==> config.mk <==
export PLATFORM = sky130hd
export DESIGN_NAME = reg_write_arbiter_flat
export DESIGN_NICKNAME = d
export VERILOG_FILES = /design/src/rtl/reg_write_arbiter_if.sv /design/src/rtl/reg_write_arbiter.sv /design/src/flat_wrapper.sv
export SDC_FILE = /design/constraint.sdc
export NUM_CORES = 1
export LEC_CHECK = 0
export ABC_CLOCK_PERIOD_IN_PS = 3700
export BUFFER_PORTS_ARGS = -buffer_cell sky130_fd_sc_hd__buf_2
export CAP_MARGIN = 25
export CORE_AREA = 2 2 76 71
export CTS_CLUSTER_SIZE = 20
export DETAILED_ROUTE_END_ITERATION = 10
export DIE_AREA = 0 0 78 73
export PLACE_DENSITY = 0.83
export SYNTH_ARGS = -nofsm -noshare
export SYNTH_HDL_FRONTEND = slang
export SYNTH_SLANG_ARGS = --single-unit
export TNS_END_PERCENT = 20
==> constraint.sdc <==
create_clock -name clk_i -period 3.7 [get_ports clk_i]
set_input_delay 0.185 -clock clk_i [delete_from_list [all_inputs] [get_ports clk_i]]
set_output_delay 0.185 -clock clk_i [all_outputs]
set_load 0.01 [all_outputs]
==> src/rtl/reg_write_arbiter_if.sv <==
// Writeback request / register-file write / pending-query bundle for reg_write_arbiter.
// master = writeback sources and decode; slave = the arbiter.
interface reg_write_arbiter_if #(
    parameter int NUM_REQ    = 2,
    parameter int ADDR_WIDTH = 4,
    parameter int DATA_WIDTH = 32,
    parameter int NUM_CHK    = 3
);
    logic [NUM_REQ-1:0]            req_valid_i;
    logic [NUM_REQ*ADDR_WIDTH-1:0] req_addr_i;
    logic [NUM_REQ*DATA_WIDTH-1:0] req_data_i;
    logic [NUM_REQ-1:0]            req_ready_o;
    logic                          write_en_o;
    logic [ADDR_WIDTH-1:0]         write_addr_o;
    logic [DATA_WIDTH-1:0]         write_data_o;
    logic [NUM_CHK*ADDR_WIDTH-1:0] chk_addr_i;
    logic [NUM_CHK-1:0]            chk_pending_o;
    logic                          busy_o;

    modport master (
        output req_valid_i, req_addr_i, req_data_i, chk_addr_i,
        input  req_ready_o, write_en_o, write_addr_o, write_data_o, chk_pending_o, busy_o
    );

    modport slave (
        input  req_valid_i, req_addr_i, req_data_i, chk_addr_i,
        output req_ready_o, write_en_o, write_addr_o, write_data_o, chk_pending_o, busy_o
    );
endinterface

==> src/rtl/reg_write_arbiter.sv <==
// Round-robin arbiter sharing the register-file write port among NUM_REQ writeback
// sources, with a registered write stage and a combinational pending-write query.
module reg_write_arbiter #(
    parameter int NUM_REQ    = 2,
    parameter int ADDR_WIDTH = 4,
    parameter int DATA_WIDTH = 32,
    parameter int NUM_CHK    = 3
) (
    input  logic               clk_i,
    input  logic               rst_i,
    reg_write_arbiter_if.slave bus
);
    localparam int PTR_W = (NUM_REQ > 1) ? $clog2(NUM_REQ) : 1;

    logic [ADDR_WIDTH-1:0] req_addr [NUM_REQ];
    logic [DATA_WIDTH-1:0] req_data [NUM_REQ];

    logic [PTR_W-1:0]      ptr_q;
    logic [PTR_W-1:0]      scan_idx;
    logic [PTR_W-1:0]      grant_idx;
    logic                  grant_vld;
    logic [NUM_REQ-1:0]    ready;

    logic                  wr_en_q;
    logic [ADDR_WIDTH-1:0] wr_addr_q;
    logic [DATA_WIDTH-1:0] wr_data_q;

    for (genvar i = 0; i < NUM_REQ; i++) begin : g_unpack
        assign req_addr[i] = bus.req_addr_i[i*ADDR_WIDTH +: ADDR_WIDTH];
        assign req_data[i] = bus.req_data_i[i*DATA_WIDTH +: DATA_WIDTH];
    end

    // Scan ptr, ptr+1, ... modulo NUM_REQ; first valid requester wins.
    always_comb begin
        grant_vld = 1'b0;
        grant_idx = '0;
        scan_idx  = '0;
        for (int unsigned k = 0; k < NUM_REQ; k++) begin
            scan_idx = PTR_W'((32'(ptr_q) + k) % NUM_REQ);
            if (!grant_vld && !rst_i && bus.req_valid_i[scan_idx]) begin
                grant_vld = 1'b1;
                grant_idx = scan_idx;
            end
        end
    end

    always_comb begin
        ready = '0;
        if (grant_vld) begin
            ready[grant_idx] = 1'b1;
        end
    end

    always_ff @(posedge clk_i) begin
        if (rst_i) begin
            wr_en_q   <= 1'b0;
            wr_addr_q <= '0;
            wr_data_q <= '0;
            ptr_q     <= '0;
        end else begin
            wr_en_q <= grant_vld;
            if (grant_vld) begin
                wr_addr_q <= req_addr[grant_idx];
                wr_data_q <= req_data[grant_idx];
                ptr_q     <= (grant_idx == PTR_W'(NUM_REQ - 1)) ? '0 : grant_idx + 1'b1;
            end
        end
    end

    // A register is pending while any valid requester targets it or it sits in the output stage.
    for (genvar k = 0; k < NUM_CHK; k++) begin : g_chk
        logic [ADDR_WIDTH-1:0] chk_a;
        logic [NUM_REQ-1:0]    hit;
        assign chk_a = bus.chk_addr_i[k*ADDR_WIDTH +: ADDR_WIDTH];
        for (genvar i = 0; i < NUM_REQ; i++) begin : g_req
            assign hit[i] = bus.req_valid_i[i] && (req_addr[i] == chk_a);
        end
        assign bus.chk_pending_o[k] = (|hit) || (wr_en_q && !rst_i && (wr_addr_q == chk_a));
    end

    assign bus.req_ready_o  = ready;
    assign bus.write_en_o   = wr_en_q;
    assign bus.write_addr_o = wr_addr_q;
    assign bus.write_data_o = wr_data_q;
    assign bus.busy_o       = (|bus.req_valid_i) || wr_en_q;
endmodule

==> src/flat_wrapper.sv <==
// flat-port wrapper written by rule: the top's interface ports become plain ports
module reg_write_arbiter_flat 
#(
    parameter int NUM_REQ    = 2,
    parameter int ADDR_WIDTH = 4,
    parameter int DATA_WIDTH = 32,
    parameter int NUM_CHK    = 3
)
  (clk_i, rst_i, bus_req_valid_i, bus_req_addr_i, bus_req_data_i, bus_chk_addr_i, bus_req_ready_o, bus_write_en_o, bus_write_addr_o, bus_write_data_o, bus_chk_pending_o, bus_busy_o);
  reg_write_arbiter_if #(.NUM_REQ(NUM_REQ), .ADDR_WIDTH(ADDR_WIDTH), .DATA_WIDTH(DATA_WIDTH), .NUM_CHK(NUM_CHK)) bus_i ();
  input  logic clk_i;
  input  logic rst_i;
  input wire logic [$bits(bus_i.req_valid_i)-1:0] bus_req_valid_i;
  input wire logic [$bits(bus_i.req_addr_i)-1:0] bus_req_addr_i;
  input wire logic [$bits(bus_i.req_data_i)-1:0] bus_req_data_i;
  input wire logic [$bits(bus_i.chk_addr_i)-1:0] bus_chk_addr_i;
  output wire logic [$bits(bus_i.req_ready_o)-1:0] bus_req_ready_o;
  output wire logic [$bits(bus_i.write_en_o)-1:0] bus_write_en_o;
  output wire logic [$bits(bus_i.write_addr_o)-1:0] bus_write_addr_o;
  output wire logic [$bits(bus_i.write_data_o)-1:0] bus_write_data_o;
  output wire logic [$bits(bus_i.chk_pending_o)-1:0] bus_chk_pending_o;
  output wire logic [$bits(bus_i.busy_o)-1:0] bus_busy_o;
  assign bus_i.req_valid_i = bus_req_valid_i;
  assign bus_i.req_addr_i = bus_req_addr_i;
  assign bus_i.req_data_i = bus_req_data_i;
  assign bus_i.chk_addr_i = bus_chk_addr_i;
  assign bus_req_ready_o = bus_i.req_ready_o;
  assign bus_write_en_o = bus_i.write_en_o;
  assign bus_write_addr_o = bus_i.write_addr_o;
  assign bus_write_data_o = bus_i.write_data_o;
  assign bus_chk_pending_o = bus_i.chk_pending_o;
  assign bus_busy_o = bus_i.busy_o;
  reg_write_arbiter #(.NUM_REQ(NUM_REQ), .ADDR_WIDTH(ADDR_WIDTH), .DATA_WIDTH(DATA_WIDTH), .NUM_CHK(NUM_CHK)) u_core (.clk_i(clk_i), .rst_i(rst_i), .bus(bus_i));
endmodule
==> reports/metrics.cfg, run 1 <==
[synthesis]
synth-seq-cells = 38
synth_cell_type_count = 25
synth_area_mm2 = 0.00222
synth_cells = 267
syn_nets = 355
ys_seq_area_share_pct = 34.2
yosys_warnings = 0
postSynthAreaPerCell_um2 = 8.32

[timing]
timing.final.ws_setup_ps = 1430
relSlewSlack_pct = 55.6
setup-violations-final = 0
final_hold_viol_count = 0
period_needed_ps = 2270
worstMarginPinSlew_ps = 665
max_freq_ghz = 0.441
skew_ps = 4.03
finalMaxSlewViolations = 0
period_share_pct = 61.3
rsz0062_at_grt = false
fin_tns_setup_ps = 0

[placement]
dp.cells = 446
place_area_mm2 = 0.00285
gp_congestion = 0.790
place.port_buffers = 130
place_ws_ps = 1640
place_hpwl_um = 4190

[run]
maxCapViolCount = 0

[drt]
postRouteAntennaNets = 0
drc = 0
wl_per_cell_um = 13.1
wl_met1_um = 2470
vias_per_cell = 5.04
drtIter0Drc = 115
via_count = 2291
wl_met2_um = 3050
drtPass1Iterations = 4
dr_wl_met3_um = 399
finalWirelength_um = 5950
top_layer_used = met4

[global_route]
grt_pass1_wl_um = 9610
grt_max_degree = 58
antenna_found_initial = 0
track_usage_pct = 20.5
grt_pass1_vias = 2220
grt_overflow = 0

[hold_path]
min_path_type = input port to flop

[cts]
ctsHtreeMaxLevel = 2
cts.sinks = 38
holdBufCountCts = 0
cts_tree = built
cts_buffers = 5
cts_setup_buffers = 0
clk_path_buf_depth = 2
ctsResizeCount = 0
cts-root-buf = clkbuf_8
clkLatencyLatePin_ps = 280
clk_pin_slew_ps = 80

[pwr]
p_sw_share_pct = 30.3
switching_power_w = 0.000312
p_int_w = 0.000717
power_frac_seq_pct = 45.1
p_comb_share_pct = 25.9
clkPwrFrac_pct = 29.0
p_leak_nw = 1.44
p_per_area_mw_per_mm2 = 347
peakVddDrop_mv = 0.171

[finish]
final_util_pct = 59.4
fin_cells = 455
final_common_cell = buf_2
fin_area_mm2 = 0.00297
layout.nets = 475
mostFrequentLayoutCells = 130 x buf_2, 75 x nand2_1, 38 x nor2_1, 38 x dfxtp_1, 21 x xor2_1
drive_above_1_share_pct = 42.5
syn2layout_area_growth_pct = 33.7
antenna_cells = 0
final.fill_count = 470

[critical_path]
cp.buffers_inverters = 2
start_kind = flop
arrival_ps = 2080
worstPathCellList = nand2b_2 -> nand3b_4 -> inv_2 -> nor3_1 -> buf_2
required_ps = 3510
cp_top_family = buffers and inverters
end_kind = primary output
crit_slowest_cell = inv_2
slowest_delay_ps = 650
worstPathMaxFanout = 38
crit_type = flop to primary output

[die]
ios = 131
dieArea_mm2 = 0.00569
die_h_um = 73
coreArea_mm2 = 0.00500
die_width_um = 78
num_rows = 25
start_util_pct = 44.4

[outcome]
status = complete, no violations

## per-layer routing
layer / up-vias / track usage [%]
li1: 1160 / -
met1: 1031 / 23.4
met2: 95 / 39.0
met3: 5 / 3.96
met4: 0 / 6.04
met5: - / 0
## kinds of logic (layout without fill, tap and decap cells)
| logic type | after synthesis | in the layout | share of synthesized area [%] |
|---|---|---|---|
| compound gates | 43 | 43 | 22.0 |
| xor+xnor | 36 | 36 | 14.2 |
| buf+inv | 21 | 142 | 5.74 |
| flops | 38 | 38 | 34.2 |
| simple gates | 129 | 129 | 23.8 |
## stage by stage
stage	hold WS, ps	power (W)
final	157	0.00103
after global routing	159	0.00109
after CTS	150	0.00104
after detailed placement	458	0.000737
after global placement	453	0.000730
after floorplan	310	0.000627
## final cells by class
class	instances	area (um2)	area share, %
multi-input combinational	208	1330	44.9
sequential	38	761	25.6
timing repair buffer	133	693	23.3
tap	67	83.8	2.82
clock buffer	6	82.6	2.78
clock inverter	2	12.5	0.421
inverter	1	3.75	0.126
## power groups by stage
stage	clock network, W	logic (W)	registers [W]
global route	0.000331	0.000295	0.000469
finish	0.000298	0.000267	0.000464
CTS	0.000310	0.000265	0.000464
detailed placement	0	0.000264	0.000473
floorplan	0	0.000139	0.000487
global placement	0	0.000257	0.000473
## state kept, by name, summed over array words and instances, names as in the netlist
| name | count |
|---|---|
| u_core.bus.write_data_o | 32 |
| u_core.bus.write_addr_o | 4 |
| u_core.bus.write_en_o | 1 |
| u_core.ptr_q | 1 |
## cell usage after synthesis
master / n / area share [%]
nand2_1: 75 / 13
dfxtp_1: 38 / 34
nor2_1: 38 / 6.4
xor2_1: 21 / 8.3
a311oi_2: 20 / 14
a311oi_1: 16 / 6.3
xnor2_1: 15 / 5.9
buf_2: 12 / 2.7
nor3_1: 6 / 1.4
buf_6: 4 / 2.0
a31oi_1: 3 / 0.84
nand3_1: 3 / 0.68
clkbuf_1: 2 / 0.34
nand2b_1: 2 / 0.56
o41ai_1: 2 / 0.79
a21oi_1: 1 / 0.23
buf_1: 1 / 0.17
buf_4: 1 / 0.34
inv_2: 1 / 0.17
nand2b_2: 1 / 0.39
nand3b_4: 1 / 0.90
nor4_1: 1 / 0.28
o31ai_1: 1 / 0.34
or2_1: 1 / 0.28
or3_1: 1 / 0.28
## final timing paths
| kind | start | to | slack, ps | cells past startpoint |
|---|---|---|---|---|
| worst min-delay path | bus_req_data_i[62] | u_core.bus.write_data_o[30] | 160 | 3 |
| worst min register to register | u_core.ptr_q | u_core.ptr_q | 480 | 2 |
| worst max-delay path | u_core.ptr_q | bus_req_ready_o[0] | 1430 | 5 |
| worst max register to register | u_core.ptr_q | u_core.bus.write_data_o[6] | 1640 | 5 |
## worst reg2reg max path: cells and delay by family, from the launching register on
kind / cells / cell delay [ps]
simple gates: 3 / 650
buf+inv: 1 / 670
compound gates: 1 / 300
flops: 1 / 330
(Power assumes the default switching activity.)
==> inputs of run 2 (changes only) <==
- ABC_AREA: unset -> 1
- ABC_CLOCK_PERIOD_IN_PS: 3700 -> 2000
- CORE_AREA: 2 2 76 71 -> 2 2 84 78
- DIE_AREA: 0 0 78 73 -> 0 0 86 80
- PLACE_DENSITY: 0.83 -> 0.75
- clock period: 3.7 -> 2 ns (I/O delays scaled with it)
==> run 2 against run 1 <==
- clock skew rose by 1.2 ps
- routed wire length rose by 13%
- worst hold slack got worse by 100 ps
- design area rose by 5.0%
- sequential share of layout area fell by 1.2 points
- register-to-register slack got worse by 1000 ps
- die area rose by 21%
- critical path depth rose by 1
- count of clock-buffer cells in the layout fell by 1
- critical endpoint unchanged
- synthesized cell count rose by 45%
==> reports/metrics.cfg, run 2 <==
[cts]
cts-root-buf = clkbuf_8
cts_tree = built
clk_path_buf_depth = 2  ; unchanged
clkLatencyLatePin_ps = 290  ; about the same
ctsHtreeMaxLevel = 2  ; unchanged
holdBufCountCts = 0  ; unchanged
cts_setup_buffers = 0  ; unchanged
ctsResizeCount = 0  ; unchanged
clk_pin_slew_ps = 80  ; about the same
cts_buffers = 5  ; unchanged
cts.sinks = 38  ; unchanged

[drt]
wl_per_cell_um = 11.4  ; -13%
postRouteAntennaNets = 0  ; unchanged
finalWirelength_um = 6720  ; +13%
drc = 0  ; unchanged
drtIter0Drc = 77  ; -33%
drtPass1Iterations = 4  ; unchanged
via_count = 2780  ; +21%
vias_per_cell = 4.72  ; -6.3%

[global_route]
grt_max_degree = 25  ; -57%
grt_overflow = 0  ; unchanged
track_usage_pct = 20.0  ; -0.57 points
antenna_found_initial = 0  ; unchanged
grt_pass1_vias = 2563  ; +15%
grt_pass1_wl_um = 11200  ; +16%

[timing]
final_hold_viol_count = 0  ; unchanged
period_needed_ps = 1530
finalMaxSlewViolations = 0  ; unchanged
period_share_pct = 76.5
relSlewSlack_pct = 72.9  ; +17 points
max_freq_ghz = 0.654
setup-violations-final = 0  ; unchanged
worstMarginPinSlew_ps = 406  ; -259 ps
skew_ps = 5.23  ; +1.20 ps
rsz0062_at_grt = false
fin_tns_setup_ps = 0  ; unchanged

[synthesis]
synth_most_common_cell = nand2_1
synth-compound-area-share_pct = 12.7  ; -9.3 points
synth_top_area_share_pct = 32.7  ; -1.5 points
synth_top_family_by_area = simple AND/OR/NAND/NOR gates
synth.top_cells.by_count = 166 x nand2_1, 49 x inv_1, 38 x dfxtp_1
yosys.area_share.simple_pct = 39.2  ; +15 points
ys_seq_area_share_pct = 32.7  ; -1.5 points
synth_flop_cell = dfxtp_1
async_flop_share_pct = 0  ; unchanged
synth_cell_type_count = 19  ; -24%
synth_area_mm2 = 0.00233  ; +4.7%
syn_nets = 476  ; +34%
synth_mux_area_share_pct = 0  ; unchanged
yosys_warnings = 0  ; unchanged
synth_edf_count = 0  ; unchanged
synthTopCellsByArea = dfxtp_1 33%, nand2_1 27%, inv_1 7.9%
synth-seq-cells = 38  ; unchanged
synth_cells = 388  ; +45%
synthAdderAreaFrac_pct = 0  ; unchanged
postSynthAreaPerCell_um2 = 6.00  ; -28%
synth.largest_area_cell = dfxtp_1
synth_xor_area_share_pct = 3.39  ; -11 points

[die]
dieArea_mm2 = 0.00688  ; +21%
ios = 131  ; unchanged
die_h_um = 80  ; +9.6%
num_rows = 27  ; +8.0%
die_width_um = 86  ; +10%
coreArea_mm2 = 0.00598  ; +19%
start_util_pct = 38.9  ; -5.5 points

[pwr]
p_sw_share_pct = 32.1  ; +1.8 points
p_per_area_mw_per_mm2 = 607  ; +75%
p_comb_share_pct = 26.7  ; +0.8 points
power_frac_seq_pct = 45.5  ; +0.4 points
switching_power_w = 0.000609  ; +95%
p_int_w = 0.00128  ; +79%
p_leak_nw = 1.88  ; +31%
peakVddDrop_mv = 0.404  ; +140%
clkPwrFrac_pct = 27.7  ; -1.3 points

[finish]
largest_register_ff_count = 32  ; unchanged
drive_above_1_share_pct = 30.0  ; -13 points
fin_cells = 589  ; +29%
mostFrequentLayoutCells = 166 x nand2_1, 130 x buf_2, 49 x inv_1
final_util_pct = 52.1  ; -7.2 points
syn2layout_area_growth_pct = 34.0
layout.nets = 604  ; +27%
final.fill_count = 633  ; +35%
antenna_cells = 0  ; unchanged
final_common_cell = nand2_1

[critical_path]
slowest_delay_ps = 300  ; -350 ps
worstPathCellList = inv_1 -> nand2_1 -> nand2_2 -> inv_2 -> nor2_1 -> buf_2
crit_type = flop to primary output
end_kind = primary output
worstPathMaxFanout = 19  ; -50%
start_kind = flop
arrival_ps = 1430  ; -650 ps
required_ps = 1900  ; -1610 ps
crit_slowest_cell = dfxtp_1

[placement]
place.port_buffers = 130  ; unchanged
dp.cells = 581  ; +30%
place_hpwl_um = 5360  ; +28%
gp_congestion = 0.841  ; +6.5%

[run]
maxCapViolCount = 0  ; unchanged

[outcome]
status = complete, no violations

[hold_path]
min_path_type = input port to flop

run 2: logic make-up (layout without fill, tap and decap cells):
group,Yosys count,after routing
XOR/XNOR,9,9
AND/OR/NAND/NOR,231,231
flip-flops,38,38
AO/OA/AOI/OAI,43,43
buffers and inverters,67,196
run 2: power groups by stage:
stage | logic [W] | clock network, W | registers, W
global route | 0.000575 | 0.000578 | 0.000872
CTS | 0.000510 | 0.000543 | 0.000862
global placement | 0.000501 | 0 | 0.000878
finish | 0.000506 | 0.000525 | 0.000862
detailed placement | 0.000509 | 0 | 0.000877
floorplan | 0.000251 | 0 | 0.000906
run 2: stage by stage:
stage / worst slack (ps) / total power [W] / hold WS [ps] / instance area, um2
after floorplan: 954 / 0.00116 / 242 / 2330
after global placement: 666 / 0.00138 / 341 / 3030
after detailed placement: 593 / 0.00139 / 354 / 3030
after CTS: 460 / 0.00192 / 46.4 / 3120
after global routing: 305 / 0.00202 / 52.5 / 3120
final: 470 / 0.00189 / 55.9 / 3120
run 2: worst paths after layout:
kind	startpoint	end	slack [ps]	depth (start not counted)
max reg2reg	u_core.ptr_q	u_core.bus.write_data_o[9]	590	7
max	u_core.ptr_q	bus_req_ready_o[0]	470	6
min	bus_req_data_i[45]	u_core.bus.write_data_o[13]	60	3
min reg2reg	u_core.bus.write_data_o[15]	u_core.bus.write_data_o[15]	450	2
run 2: worst max-delay path, delay by kind of cell, from the launching register on:
| family | cells | cell delay (ps) |
|---|---|---|
| buffers and inverters | 3 | 350 |
| flip-flops | 1 | 300 |
| AND/OR/NAND/NOR | 3 | 500 |
run 2: cell type report:
class | instances | area, um2 | share of cell area (%)
tap | 72 | 90.1 | 2.89
clock inverter | 3 | 21.3 | 0.682
timing repair buffer | 136 | 696 | 22.3
clock buffer | 5 | 68.8 | 2.21
sequential | 38 | 761 | 24.4
inverter | 52 | 195 | 6.26
multi-input combinational | 283 | 1290 | 41.3
run 2: routing by layer:
| metal | GRT usage (%) | wire length (um) |
|---|---|---|
| met1 | 25.4 | 3010 |
| met2 | 33.6 | 3100 |
| met3 | 5.07 | 563 |
| met4 | 4.76 | 42 |
| met5 | 0 | 0 |
==> inputs of run 3 (changes only) <==
- ABC_CLOCK_PERIOD_IN_PS: 2000 -> 1600
- CORE_AREA: 2 2 84 78 -> 2 2 79 74
- DIE_AREA: 0 0 86 80 -> 0 0 81 76
- PLACE_DENSITY: 0.75 -> 0.79
- clock period: 2 -> 1.6 ns (I/O delays scaled with it)
==> run 3 against run 2 <==
- critical path depth up 1
- register-to-register slack worse by 270 ps
- first-iteration DRC count up 29%
- clock power up 51%
- critical path type unchanged
==> reports/metrics.cfg, run 3 (synthesis results as in run 2) <==
[critical_path]
start_kind = flop
rr_startpoint = u_core.ptr_q
crit_type = flop to primary output
reg2reg_slack_ps = 320  ; -270 ps
r2r_end = u_core.bus.write_data_o[12]
end_kind = primary output
required_ps = 1520  ; -380 ps
arrival_ps = 1340  ; -90 ps
worstPathMaxFanout = 6  ; -13
rr_worst_depth = 7  ; unchanged

[outcome]
status = complete, no violations

[timing]
skew_ps = 5.08  ; -0.142 ps
finalMaxSlewViolations = 0  ; unchanged
fin_tns_setup_ps = 0  ; unchanged
rsz0062_at_grt = false
period_share_pct = 88.9
worstMarginPinSlew_ps = 381  ; -24.7 ps
period_needed_ps = 1420
final_hold_viol_count = 0  ; unchanged
relSlewSlack_pct = 74.5  ; +1.6 points
max_freq_ghz = 0.703
setup-violations-final = 0  ; unchanged

[global_route]
grt_pass1_vias = 2518  ; -1.8%
grt_pass1_wl_um = 10900  ; -2.2%
track_usage_pct = 21.8  ; +1.9 points
grt_overflow = 0  ; unchanged
grt_max_degree = 29  ; +16%
antenna_found_initial = 0  ; unchanged

[cts]
cts_buffers = 5  ; unchanged
cts_tree = built
clk_pin_slew_ps = 80  ; about the same
ctsHtreeMaxLevel = 2  ; unchanged
holdBufCountCts = 0  ; unchanged
clk_path_buf_depth = 2  ; unchanged
cts.sinks = 38  ; unchanged
clkLatencyLatePin_ps = 290  ; about the same
ctsResizeCount = 0  ; unchanged
cts_setup_buffers = 0  ; unchanged
cts-root-buf = clkbuf_8

[placement]
place.port_buffers = 130  ; unchanged
gp_congestion = 0.837  ; -0.50%
place_hpwl_um = 5170  ; -3.7%

[pwr]
power_frac_seq_pct = 43.0  ; -2.5 points
clkPwrFrac_pct = 31.6  ; +3.9 points
peakVddDrop_mv = 0.583  ; +44%
power_w = 0.00251  ; +33%
p_leak_nw = 1.91  ; +1.3%
p_int_w = 0.00176  ; +37%
p_comb_share_pct = 25.4  ; -1.3 points
p_sw_share_pct = 29.7  ; -2.4 points
switching_power_w = 0.000747  ; +23%
p_per_area_mw_per_mm2 = 795  ; +31%

[drt]
drtPass1Iterations = 4  ; unchanged
postRouteAntennaNets = 0  ; unchanged
drc = 0  ; unchanged
vias_per_cell = 4.78  ; +1.4%
via_count = 2813  ; +1.2%
drtIter0Drc = 99  ; +29%
wl_per_cell_um = 11.2  ; -1.5%
finalWirelength_um = 6600  ; -1.7%

[die]
die_h_um = 76  ; -5.0%
start_util_pct = 43.1  ; +4.2 points
coreArea_mm2 = 0.00540  ; -9.7%
dieArea_mm2 = 0.00616  ; -11%
num_rows = 26  ; -3.7%
die_width_um = 81  ; -5.8%
ios = 131  ; unchanged

[run]
maxCapViolCount = 0  ; unchanged

[hold_path]
min_to = u_core.bus.write_data_o[21]
min_path_type = input port to flop
holdPathStages = 3  ; unchanged
hp-start = bus_req_data_i[53]

[finish]
drive_above_1_share_pct = 30.3  ; +0.33 points
largest_register_ff_count = 32  ; unchanged
mostFrequentLayoutCells = 166 x nand2_1, 130 x buf_2, 49 x inv_1
antenna_cells = 0  ; unchanged
syn2layout_area_growth_pct = 35.6
layout.nets = 605  ; +0.17%
final_common_cell = nand2_1
final.fill_count = 547  ; -14%
final_util_pct = 58.5  ; +6.3 points

[run 3: worst max path at each step]
| stage | depth (start not counted) | slack, ps | start | endpoint |
|---|---|---|---|---|
| global route | 7 | 10 | u_core.bus.write_addr_o[1] | bus_chk_pending_o[2] |
| finish | 7 | 180 | u_core.bus.write_addr_o[1] | bus_chk_pending_o[2] |
| global placement | 7 | 390 | u_core.ptr_q | u_core.bus.write_data_o[11] |
| detailed placement | 7 | 330 | u_core.ptr_q | u_core.bus.write_data_o[12] |
| CTS | 7 | 160 | u_core.bus.write_en_o | bus_chk_pending_o[2] |
| floorplan | 7 | 550 | u_core.ptr_q | u_core.bus.write_data_o[1] |
[run 3: worst max-delay path, stage by stage, from the launching register on]
cell and delay (ps):
dfxtp_1 440, inv_1 120, nand2_1 70, nand2_1 50, nor2_1 100, nand3_1 80, nand3_1 70, buf_2 130
[run 3: through the flow]
stage | setup slack, ps | instance area (um2) | hold WS [ps] | cells
CTS | 157 | 3150 | 23.9 | 588
finish | 178 | 3160 | 31.6 | 588
floorplan | 554 | 2330 | 222 | 388
global route | 12.1 | 3160 | 34.3 | 588
global placement | 392 | 3050 | 322 | 580
detailed placement | 327 | 3050 | 331 | 580
[run 3: power by group through the flow]
stage	clock network, W	logic, W	registers, W
6_report	0.000793	0.000637	0.00108
5_1_grt	0.000855	0.000717	0.00109
4_1_cts	0.000811	0.000638	0.00108
3_5_place_dp	0	0.000636	0.00110
3_3_place_gp	0	0.000626	0.00110
2_1_floorplan	0	0.000314	0.00113
[run 3: layout make-up]
| class | instances | area, um2 | area share (%) |
|---|---|---|---|
| Multi-Input combinational cell | 283 | 1290 | 40.8 |
| Tap cell | 70 | 87.6 | 2.77 |
| Inverter | 52 | 195 | 6.18 |
| Clock inverter | 3 | 40.0 | 1.27 |
| Sequential cell | 38 | 761 | 24.1 |
| Timing Repair Buffer | 137 | 716 | 22.7 |
| Clock buffer | 5 | 68.8 | 2.18 |
[run 3: per-layer routing]
layer | vias to the layer above | part of all wire [%] | track usage (%)
li1 | 1454 | - | -
met1 | 1220 | 43 | 26.7
met2 | 125 | 46 | 37.6
met3 | 14 | 8.3 | 4.27
met4 | 0 | 2.2 | 7.46
met5 | - | 0 | 0
